File: config.mk
export PLATFORM = sky130hd
export DESIGN_NAME = fizzbuzz_tx_sequencer
export DESIGN_NICKNAME = d
export VERILOG_FILES = /design/src/rtl/fizzbuzz_tx_sequencer.sv
export SDC_FILE = /design/constraint.sdc
export NUM_CORES = 1
export LEC_CHECK = 0
export CAP_MARGIN = 30
export CORE_AREA = 5 5 79 81
export CTS_CLUSTER_SIZE = 40
export DETAILED_ROUTE_END_ITERATION = 6
export DIE_AREA = 0 0 84 86
export PLACE_DENSITY = 0.69
export SLEW_MARGIN = 20
export SYNTH_ARGS = -nofsm -noshare
export SYNTH_HDL_FRONTEND = slang
export SYNTH_SLANG_ARGS = --single-unit
File: constraint.sdc
create_clock -name clk -period 4.8 [get_ports clk]
set_clock_uncertainty 0.2 [all_clocks]
set_input_delay 0.96 -clock clk [delete_from_list [all_inputs] [get_ports clk]]
set_output_delay 0.96 -clock clk [all_outputs]
set_load 0.01 [all_outputs]
File: src/rtl/fizzbuzz_tx_sequencer.sv
// fizzbuzz_tx_sequencer: streams the FizzBuzz text for n = 1..MAX_N byte by
// byte into the UART transmitter, handling the start/busy handshake.
// Numbers are kept in BCD alongside mod-3/mod-5 counters, so no dividers.
// Build option: define FIZZBUZZ_CRLF_EN for CR+LF line endings (default LF).
module fizzbuzz_tx_sequencer #(
  parameter int unsigned MAX_N  = 100,
  parameter int unsigned DIGITS = 3
) (
  input  logic       clk,
  input  logic       rst,
  input  logic       start,
  input  logic       tx_busy,
  output logic [7:0] tx_data,
  output logic       tx_start,
  output logic       busy,
  output logic       done
);

  localparam int unsigned BCD_W = 4 * DIGITS;
`ifdef FIZZBUZZ_CRLF_EN
  localparam int unsigned TERM_LEN = 2;
`else
  localparam int unsigned TERM_LEN = 1;
`endif
  localparam int unsigned TEXT_MAX = (DIGITS > 8) ? DIGITS : 8;
  localparam int unsigned LINE_MAX = TEXT_MAX + TERM_LEN;
  localparam int unsigned IDX_W    = $clog2(LINE_MAX);

  typedef enum logic [2:0] {
    S_IDLE,
    S_LOAD,
    S_EMIT,
    S_WAIT_ACK,
    S_WAIT_DONE,
    S_ADVANCE,
    S_FINISH
  } state_t;

  typedef enum logic [1:0] {
    CLS_NUM,
    CLS_FIZZ,
    CLS_BUZZ,
    CLS_FIZZBUZZ
  } line_cls_t;

  // Binary to BCD at elaboration time, used only for the MAX_N compare
  function automatic logic [BCD_W-1:0] to_bcd(input int unsigned v);
    logic [BCD_W-1:0] r;
    int unsigned      x;
    r = '0;
    x = v;
    for (int unsigned d = 0; d < DIGITS; d++) begin
      r[4*d +: 4] = 4'(x % 10);
      x = x / 10;
    end
    return r;
  endfunction

  localparam logic [BCD_W-1:0] MAX_BCD = to_bcd(MAX_N);

  // Line class from the residues; a zero residue means divisible
  function automatic line_cls_t line_cls(input logic [1:0] m3v, input logic [2:0] m5v);
    line_cls_t c;
    if (m3v == 2'd0 && m5v == 3'd0) c = CLS_FIZZBUZZ;
    else if (m3v == 2'd0)           c = CLS_FIZZ;
    else if (m5v == 3'd0)           c = CLS_BUZZ;
    else                            c = CLS_NUM;
    return c;
  endfunction

  // Significant decimal digits, never fewer than one
  function automatic int unsigned num_digits(input logic [BCD_W-1:0] n);
    int unsigned nd;
    nd = 1;
    for (int unsigned d = 0; d < DIGITS; d++) begin
      if (n[4*d +: 4] != 4'd0) nd = d + 1;
    end
    return nd;
  endfunction

  // Printable length of a line, excluding the terminator
  function automatic int unsigned text_len(input line_cls_t c, input logic [BCD_W-1:0] n);
    int unsigned len;
    case (c)
      CLS_FIZZBUZZ:       len = 8;
      CLS_FIZZ, CLS_BUZZ: len = 4;
      default:            len = num_digits(n);
    endcase
    return len;
  endfunction

  // Characters of "FizzBuzz"; "Buzz" reuses the upper half
  function automatic logic [7:0] word_char(input logic [2:0] i);
    logic [7:0] ch;
    case (i)
      3'd0:    ch = 8'h46;  // F
      3'd1:    ch = 8'h69;  // i
      3'd4:    ch = 8'h42;  // B
      3'd5:    ch = 8'h75;  // u
      default: ch = 8'h7A;  // z
    endcase
    return ch;
  endfunction

  // One BCD digit selected by position (0 = least significant)
  function automatic logic [3:0] bcd_digit(input logic [BCD_W-1:0] n, input int unsigned pos);
    logic [3:0] dig;
    dig = 4'd0;
    for (int unsigned d = 0; d < DIGITS; d++) begin
      if (d == pos) dig = n[4*d +: 4];
    end
    return dig;
  endfunction

  // Byte at position idx_v of the line described by (n, m3, m5)
  function automatic logic [7:0] char_at(input logic [BCD_W-1:0] n,
                                         input logic [1:0]       m3v,
                                         input logic [2:0]       m5v,
                                         input logic [IDX_W-1:0] idx_v);
    line_cls_t   c;
    int unsigned tl;
    int unsigned i;
    logic [7:0]  ch;
    c  = line_cls(m3v, m5v);
    tl = text_len(c, n);
    i  = 32'(idx_v);
    ch = 8'h0A;
    if (i < tl) begin
      case (c)
        CLS_FIZZBUZZ, CLS_FIZZ: ch = word_char(3'(i));
        CLS_BUZZ:               ch = word_char(3'(i + 4));
        default:                ch = {4'h3, bcd_digit(n, tl - 1 - i)};
      endcase
    end
`ifdef FIZZBUZZ_CRLF_EN
    else if (i == tl) begin
      ch = 8'h0D;
    end
`endif
    return ch;
  endfunction

  // Index of the final terminator byte of the current line
  function automatic logic [IDX_W-1:0] last_idx(input logic [BCD_W-1:0] n,
                                                 input logic [1:0]       m3v,
                                                 input logic [2:0]       m5v);
    return IDX_W'(text_len(line_cls(m3v, m5v), n) + TERM_LEN - 1);
  endfunction

  // Decimal increment with per-digit carry at 9 -> 0
  function automatic logic [BCD_W-1:0] bcd_inc(input logic [BCD_W-1:0] n);
    logic [BCD_W-1:0] r;
    logic             carry;
    r     = n;
    carry = 1'b1;
    for (int unsigned d = 0; d < DIGITS; d++) begin
      if (carry) begin
        if (r[4*d +: 4] == 4'd9) begin
          r[4*d +: 4] = 4'd0;
        end else begin
          r[4*d +: 4] = r[4*d +: 4] + 4'd1;
          carry       = 1'b0;
        end
      end
    end
    return r;
  endfunction

  state_t           state, nxt_state;
  logic [BCD_W-1:0] n_bcd, nxt_n_bcd;
  logic [1:0]       m3, nxt_m3;
  logic [2:0]       m5, nxt_m5;
  logic [IDX_W-1:0] idx, nxt_idx;
  logic [7:0]       nxt_tx_data;
  logic             nxt_tx_start;
  logic             nxt_busy;
  logic             nxt_done;

  // Next-state and next-output logic; outputs are derived from the next state
  always_comb begin
    nxt_state    = state;
    nxt_n_bcd    = n_bcd;
    nxt_m3       = m3;
    nxt_m5       = m5;
    nxt_idx      = idx;
    nxt_tx_data  = tx_data;
    nxt_tx_start = 1'b0;
    nxt_busy     = 1'b0;
    nxt_done     = 1'b0;

    case (state)
      S_IDLE: begin
        if (start) nxt_state = S_LOAD;
      end
      S_LOAD: begin
        nxt_n_bcd = BCD_W'(1);
        nxt_m3    = 2'd1;
        nxt_m5    = 3'd1;
        nxt_idx   = '0;
        nxt_state = S_EMIT;
      end
      S_EMIT: begin
        nxt_state = S_WAIT_ACK;
      end
      S_WAIT_ACK: begin
        if (tx_busy) nxt_state = S_WAIT_DONE;
      end
      S_WAIT_DONE: begin
        if (!tx_busy) begin
          if (idx != last_idx(n_bcd, m3, m5)) begin
            nxt_idx   = idx + IDX_W'(1);
            nxt_state = S_EMIT;
          end else begin
            nxt_state = S_ADVANCE;
          end
        end
      end
      S_ADVANCE: begin
        if (n_bcd == MAX_BCD) begin
          nxt_state = S_FINISH;
        end else begin
          nxt_n_bcd = bcd_inc(n_bcd);
          nxt_m3    = (m3 == 2'd2) ? 2'd0 : m3 + 2'd1;
          nxt_m5    = (m5 == 3'd4) ? 3'd0 : m5 + 3'd1;
          nxt_idx   = '0;
          nxt_state = S_EMIT;
        end
      end
      S_FINISH: begin
        nxt_state = S_IDLE;
      end
      default: begin
        nxt_state = S_IDLE;
      end
    endcase

    // Byte is loaded on entry to EMIT and then held until the next EMIT
    if (nxt_state == S_EMIT) begin
      nxt_tx_start = 1'b1;
      nxt_tx_data  = char_at(nxt_n_bcd, nxt_m3, nxt_m5, nxt_idx);
    end
    nxt_busy = (nxt_state != S_IDLE);
    nxt_done = (nxt_state == S_FINISH);
  end

  // State, counters and registered outputs
  always_ff @(posedge clk or negedge rst) begin
    if (!rst) begin
      state    <= S_IDLE;
      n_bcd    <= '0;
      m3       <= 2'd0;
      m5       <= 3'd0;
      idx      <= '0;
      tx_data  <= 8'h00;
      tx_start <= 1'b0;
      busy     <= 1'b0;
      done     <= 1'b0;
    end else begin
      state    <= nxt_state;
      n_bcd    <= nxt_n_bcd;
      m3       <= nxt_m3;
      m5       <= nxt_m5;
      idx      <= nxt_idx;
      tx_data  <= nxt_tx_data;
      tx_start <= nxt_tx_start;
      busy     <= nxt_busy;
      done     <= nxt_done;
    end
  end

endmodule

==> After elaboration in Yosys (flattened, before gate mapping) <==
Index checks and enable logic that the tools add are counted.
{ "word_totals": {"regBits": 35, "input_bits": 4, "out_inout_bits": 11, "word_cells": 123} }
{ "op_classes": {"addsub": 11, "order_cmp": 1, "eq_ne": 28, "mux": 56, "reduce_logical": 18} }
{ "op_table": {"columns": ["cell", "count"], "rows": [
  ["2-to-1 mux 32 bit", 2],
  ["one-hot mux 32 bit (2 select lines)", 1],
  ["2-to-1 mux 4 bit", 13],
  ["one-hot mux 6 bit (4 select lines)", 2],
  ["equality test 1 x 32 -> 1 bit, first input constant", 1],
  ["equality test 2 x 32 -> 1 bit, first input constant", 1],
  ["zero test 32 bit", 1],
  ["< comparator 4 x 32 -> 1 bit", 1],
  ["subtractor 32 x 1 -> 32 bit, second input constant", 1],
  ["subtractor 32 x 4 -> 32 bit", 1],
  ["2-to-1 mux 2 bit", 14],
  ["equality test 3 bit, second input constant", 8],
  ["one-hot mux 12 bit (2 select lines)", 1],
  ["2-to-1 mux 3 bit", 7],
  ["adder 4 x 1 -> 4 bit, second input constant", 5],
  ["one-hot mux 3 bit (6 select lines)", 1],
  ["one-hot mux 8 bit (2 select lines)", 1],
  ["nonzero test 4 bit", 4],
  ["zero test 3 bit", 5],
  ["equality test 12 x 9 -> 1 bit, second input constant", 1],
  ["equality test 4 bit, second input constant", 3],
  ["2-to-1 mux 12 bit", 1],
  ["one-hot mux 4 bit (3 select lines)", 1],
  ["equality test 2 bit, second input constant", 5],
  ["17 further kinds", 33]
]} }

==> Depth between registers and ports, before layout <==
{ "logic_depth": {"word_depth": 31, "ltp_mapped": 22, "depth_no_buf": 22} }

==> Least setup slack after synthesis <==
OpenSTA, ideal clock, no wires.
{ "synth_path": {"path_kind": "reg-to-reg", "start": "reg n_bcd[4]", "end": "reg tx_data[3]", "setup_time_ns": 0.129, "arrival_ns": 4.304, "required_ns": 4.471, "setup_slack_ns": 0.167, "path_stages_with_launch": 21, "n_path_buf": 2, "period_less_slack_ns": 4.633, "path_cell_list": "dfrtp_1 buf_6 nor4_4 and4_1 clkbuf_1 nor2_1 nand3_1 o21ai_0 or4_1 o21ai_1 inv_1 ha_1 a21o_1 a21oi_1 fa_1 nor2b_1 o2111ai_1 inv_1 a221o_1 o21ai_0 nand3_1"} }
{ "synth_between": {"elab_chain_cells": 20, "word_cells_on_any_way": 74, "cone_classes": "add/sub: 6; order compare: 1; eq/ne: 15; mux: 41; reduce/logical: 11"} }
{ "synth_rtl": {"columns": ["item", "line", "text"], "rows": [
  ["start, declared", "170", "logic [BCD_W-1:0] n_bcd, nxt_n_bcd;"],
  ["start signal, assigned", "260", "n_bcd <= nxt_n_bcd;"],
  ["equality test 4 bit", "158", "if (r[4*d +: 4] == 4'd9) begin"],
  ["2-to-1 mux 1 bit", "158", null],
  ["2-to-1 mux 1 bit", "157", "if (carry) begin"],
  ["2-to-1 mux 1 bit", "219", "if (n_bcd == MAX_BCD) begin"],
  ["2-to-1 mux 1 bit", "191", "case (state)"],
  ["2-to-1 mux 4 bit", "157", null],
  ["2-to-1 mux 12 bit *", "219", null],
  ["one-hot mux 12 bit (2 select lines) *", "191", null],
  ["via nxt_n_bcd[9]", "170", null],
  ["(+2 left out)", null, null],
  ["one-hot mux 32 bit (2 select lines) *", "84", "case (c)"],
  ["2-to-1 mux 32 bit *", "238", "if (nxt_state == S_EMIT) begin"],
  ["subtractor 32 x 1 -> 32 bit", "132", "default: ch = {4'h3, bcd_digit(n, tl - 1 - i)};"],
  ["subtractor 32 x 4 -> 32 bit", "132", null],
  ["zero test 32 bit", "110", "if (d == pos) dig = n[4*d +: 4];"],
  ["2-to-1 mux 4 bit (3 in series)", "110", null],
  ["one-hot mux 8 bit (2 select lines)", "129", "case (c)"],
  ["2-to-1 mux 8 bit *", "128", "if (i < tl) begin"],
  ["end signal, assigned", "264", "tx_data <= nxt_tx_data;"],
  ["end, declared", "13", "output logic [7:0] tx_data,"]
]} }
The timed path passes the listed nets; every way through them passes the cells marked *. The select of a mux whose other input is x is not followed.
A chain may end at the register's enable or synchronous reset.

==> Final worst setup path <==
{ "layout_path": {"start": "reg n_bcd[8]", "end": "reg tx_data[0]"} }
{ "layout_between": {"word_cells_on_any_way": 68, "cone_classes": "add/sub: 6; order compare: 1; eq/ne: 15; mux: 35; reduce/logical: 11"} }
{ "layout_lines": {"columns": ["item", "line", "text"], "rows": [
  ["equality test 12 x 9 -> 1 bit *", "219", null],
  ["2-to-1 mux 12 bit *", "219", null],
  ["one-hot mux 12 bit (2 select lines) *", "191", null],
  ["via nxt_n_bcd[5]", "170", null],
  ["nonzero test 4 bit *", "76", "if (n[4*d +: 4] != 4'd0) nd = d + 1;"],
  ["2-to-1 mux 2 bit *", "76", null],
  ["2-to-1 mux 32 bit *", "76", null],
  ["one-hot mux 32 bit (2 select lines) *", "84", null],
  ["2-to-1 mux 32 bit *", "238", null],
  ["subtractor 32 x 1 -> 32 bit", "132", null],
  ["subtractor 32 x 4 -> 32 bit", "132", null],
  ["zero test 32 bit", "110", null],
  ["2-to-1 mux 4 bit (3 in series)", "110", null],
  ["one-hot mux 8 bit (2 select lines)", "129", null],
  ["2-to-1 mux 8 bit *", "128", null]
]} }
Marks and branches as above.

==> flow_metrics.py <==
metrics = {
    "run_status": {
        "status": "finished, final reports clean",
    },
    "detailed_routing": {
        "via_per_inst": 5.60,
        "wl_per_cell_um": 15.7,
        "num_vias": 2263,
        "drc_errors": 0,
        "antenna_left": 0,
        "dr.pass1.iters": 5,
        "drtIter0Drc": 131,
        "routed_wl_um": 6340,
    },
    "critical_path": {
        "crit_slowest_cell": "or4_1",
        "regToRegEndpoint": "tx_data[0]$_DFFE_PN0P_",
        "r2r_setup_slack_ns": 0.33,
        "worstReg2RegStart": "n_bcd[8]$_DFF_PN0_",
        "cpLargestDelayFamily": "simple AND/OR/NAND/NOR gates",
        "cp-endpoint": "tx_data[0]$_DFFE_PN0P_",
        "critPathMaxFanout": 8,
        "start_kind": "register",
        "cp_cell_sequence": "nor4b_2 > and4_4 > or2_2 > or4_1 > o21ai_0 > or4_1 > o21ai_2 > inv_1 > ha_1 > a21o_1 > a21oi_1 > fa_1 > nor2b_1 > o2111ai_2 > buf_4 > a311o_1 > o21ai_0 > a22o_1",
        "critical_path_class": "register to register",
        "worstSetupEndpointType": "register",
        "cp.depth": 18,
        "crit_required_ns": 4.82,
        "crit_buf_inv": 2,
        "rr_worst_depth": 18,
        "slowest_delay_ns": 0.50,
        "arrival_ns": 4.50,
        "crit_path_start": "n_bcd[8]$_DFF_PN0_",
    },
    "synth": {
        "synthesis.nets": 318,
        "synth_seq_cells": 34,
        "syn_inst": 297,
        "yosysWarningCount": 0,
        "syn-cell-area_mm2": 0.00261,
        "synth_seq_area_share": 0.326,
        "yosysMostFrequentCell": "dfrtp_1",
        "synth_cell_types": 69,
        "ys_top_cells_by_count": "dfrtp_1 (34), o21ai_0 (33), nand2_1 (28)",
        "synth-async-reset-ratio": 1.00,
        "synth_top_area_frac": 0.326,
        "synth_area_leaders": "dfrtp_1 (33%), ha_1 (7.2%), o21ai_0 (6.3%)",
        "yosys.area.top_type": "dfrtp_1",
        "syn_area_per_cell_um2": 8.79,
        "synth_top_flop_cell": "dfrtp_1",
        "synth-edff-count": 0,
    },
    "clock_tree": {
        "ctsHoldBuffers": 0,
        "cts_tree": "done",
        "clk_latency_ns": 0.28,
        "cts_buffers": 5,
        "htreeDepth": 2,
        "clk_pin_slew_ns": 0.07,
        "clock_path_buffers": 2,
        "cts_sinks": 34,
        "cts_root_buf": "clkbuf_8",
    },
    "global_routing": {
        "grt_max_degree": 35,
        "grt_pass1_wl_um": 10900,
        "grt_overflow": 0,
        "antenna_found_initial": 0,
        "grt_pass1_vias": 2261,
        "grt_usage": 0.185,
    },
    "layout": {
        "drive_above_1_share": 0.190,
        "multiInputGateArea_mm2": 0.00162,
        "antenna_cells": 0,
        "ff_latch_area_um2": 853,
        "n_fill_cell": 501,
        "design_area_mm2": 0.00307,
        "syn_to_final_growth_pct": 17.5,
        "fin_cells": 404,
        "finalNetCount": 353,
    },
    "floorplan": {
        "rows": 27,
        "core_mm2": 0.00541,
        "die_w_um": 84,
        "dieArea_mm2": 0.00722,
        "die_h_um": 86,
        "start_util": 0.483,
        "pin_count": 15,
    },
    "sta": {
        "setup_ws_ns": 0.326,
        "max_freq_ghz": 0.224,
        "relSlewSlack": 0.618,
        "min_period_over_period": 0.932,
        "min_period_ns": 4.47,
        "worst_hold_slack_ns": 0.280,
        "drv_slew": 0,
        "worstMarginPinSlew_ns": 0.567,
        "hold_viol_final": 0,
        "setup_viol": 0,
    },
    "min_path": {
        "whs_path_depth": 1,
        "hp-class": "register to register",
    },
    "job": {
        "drv_cap": 0,
    },
    "pwr": {
        "peakVddDrop_uv": 345,
        "cellLeakagePower_nw": 1.38,
        "powerDensity_mw_per_mm2": 517,
        "finalPower_w": 0.00158,
    },
    "placement": {
        "dpl_cell_area_mm2": 0.00289,
        "place_hpwl_um": 4720,
        "placed_cells": 391,
        "io_buffers": 13,
        "gp_congestion": 0.836,
        "pre_cts_ws_ns": 0.0464,
    },
}
-- flip-flops by register name (all words and copies together), names as in the netlist --
name,cells
tx_start,1
done,1
n_bcd,12
idx,4
busy,1
m5,3
state,3
m3,2
tx_data,7
-- power by group --
group	internal [W]	switching (W)
clock	0.0000998	0.0000977
sequential	0.000355	0.0000734
combinational	0.000441	0.000517
total	0.000896	0.000688
-- worst min path at each step --
stage | from | to | slack (ns)
after floorplan | m3[1]$_DFF_PN0_ | m3[1]$_DFF_PN0_ | 0.28
after global placement | tx_data[6]$_DFFE_PN0P_ | tx_data[6]$_DFFE_PN0P_ | 0.26
after detailed placement | tx_data[6]$_DFFE_PN0P_ | tx_data[6]$_DFFE_PN0P_ | 0.27
after CTS | tx_data[6]$_DFFE_PN0P_ | tx_data[6]$_DFFE_PN0P_ | 0.29
after global routing | tx_data[6]$_DFFE_PN0P_ | tx_data[6]$_DFFE_PN0P_ | 0.32
final | tx_data[6]$_DFFE_PN0P_ | tx_data[6]$_DFFE_PN0P_ | 0.28
-- cells by family after synthesis --
kind of cell / synth area share
multiplexers: 0.0201
buffers and inverters: 0.0738
XOR/XNOR: 0.0134
AND/OR/NAND/NOR: 0.242
other: 0.00144
AO/OA/AOI/OAI: 0.236
flip-flops: 0.326
adder cells (fa/ha/maj): 0.0872
-- per-layer routing --
layer	share of wire	routed length [µm]	GRT usage
met4	0.015	97	0.0629
met5	0	0	0
met3	0.036	231	0.0384
met1	0.48	3070	0.245
met2	0.46	2950	0.303
-- per-stage QoR --
stage | setup TNS (ns) | util
final | 0 | 0.567
after global routing | -0.0162 | 0.567
after CTS | 0 | 0.549
after detailed placement | 0 | 0.534
after global placement | 0 | 0.534
after floorplan | 0 | -
-- final cells by class --
cell class / count / area share
well taps: 72 / 0.0294
repair buffers: 41 / 0.111
inverters: 23 / 0.0282
multi-input cells: 227 / 0.528
flip-flops and latches: 34 / 0.278
clock buffers: 7 / 0.0249
-- layout by cell type (no fill, tap or decap), types with 3 or more instances in the layout --
| cell type | count |
|---|---|
| o211ai_1 | 3 |
| dfrtp_1 | 32 |
| ha_1 | 14 |
| or3_1 | 3 |
| inv_1 | 22 |
| or4_1 | 4 |
| nand3_1 | 10 |
| nand2b_1 | 4 |
| buf_4 | 28 |
| clkdlybuf4s50_1 | 13 |
| clkbuf_8 | 5 |
| nor3_1 | 5 |
| nor2b_1 | 8 |
| o21ai_0 | 32 |
| mux2i_1 | 3 |
| nor2_1 | 26 |
| xnor2_1 | 3 |
| a21o_1 | 5 |
| a21oi_1 | 13 |
| nand2_1 | 28 |
-- repair_timing --
action | in CTS | in global routing
buffers inserted | 0 | 6
endpoints found under the setup margin | 0 | 4
gates resized for setup | 0 | 20
Power figures use the tool's default switching activity.
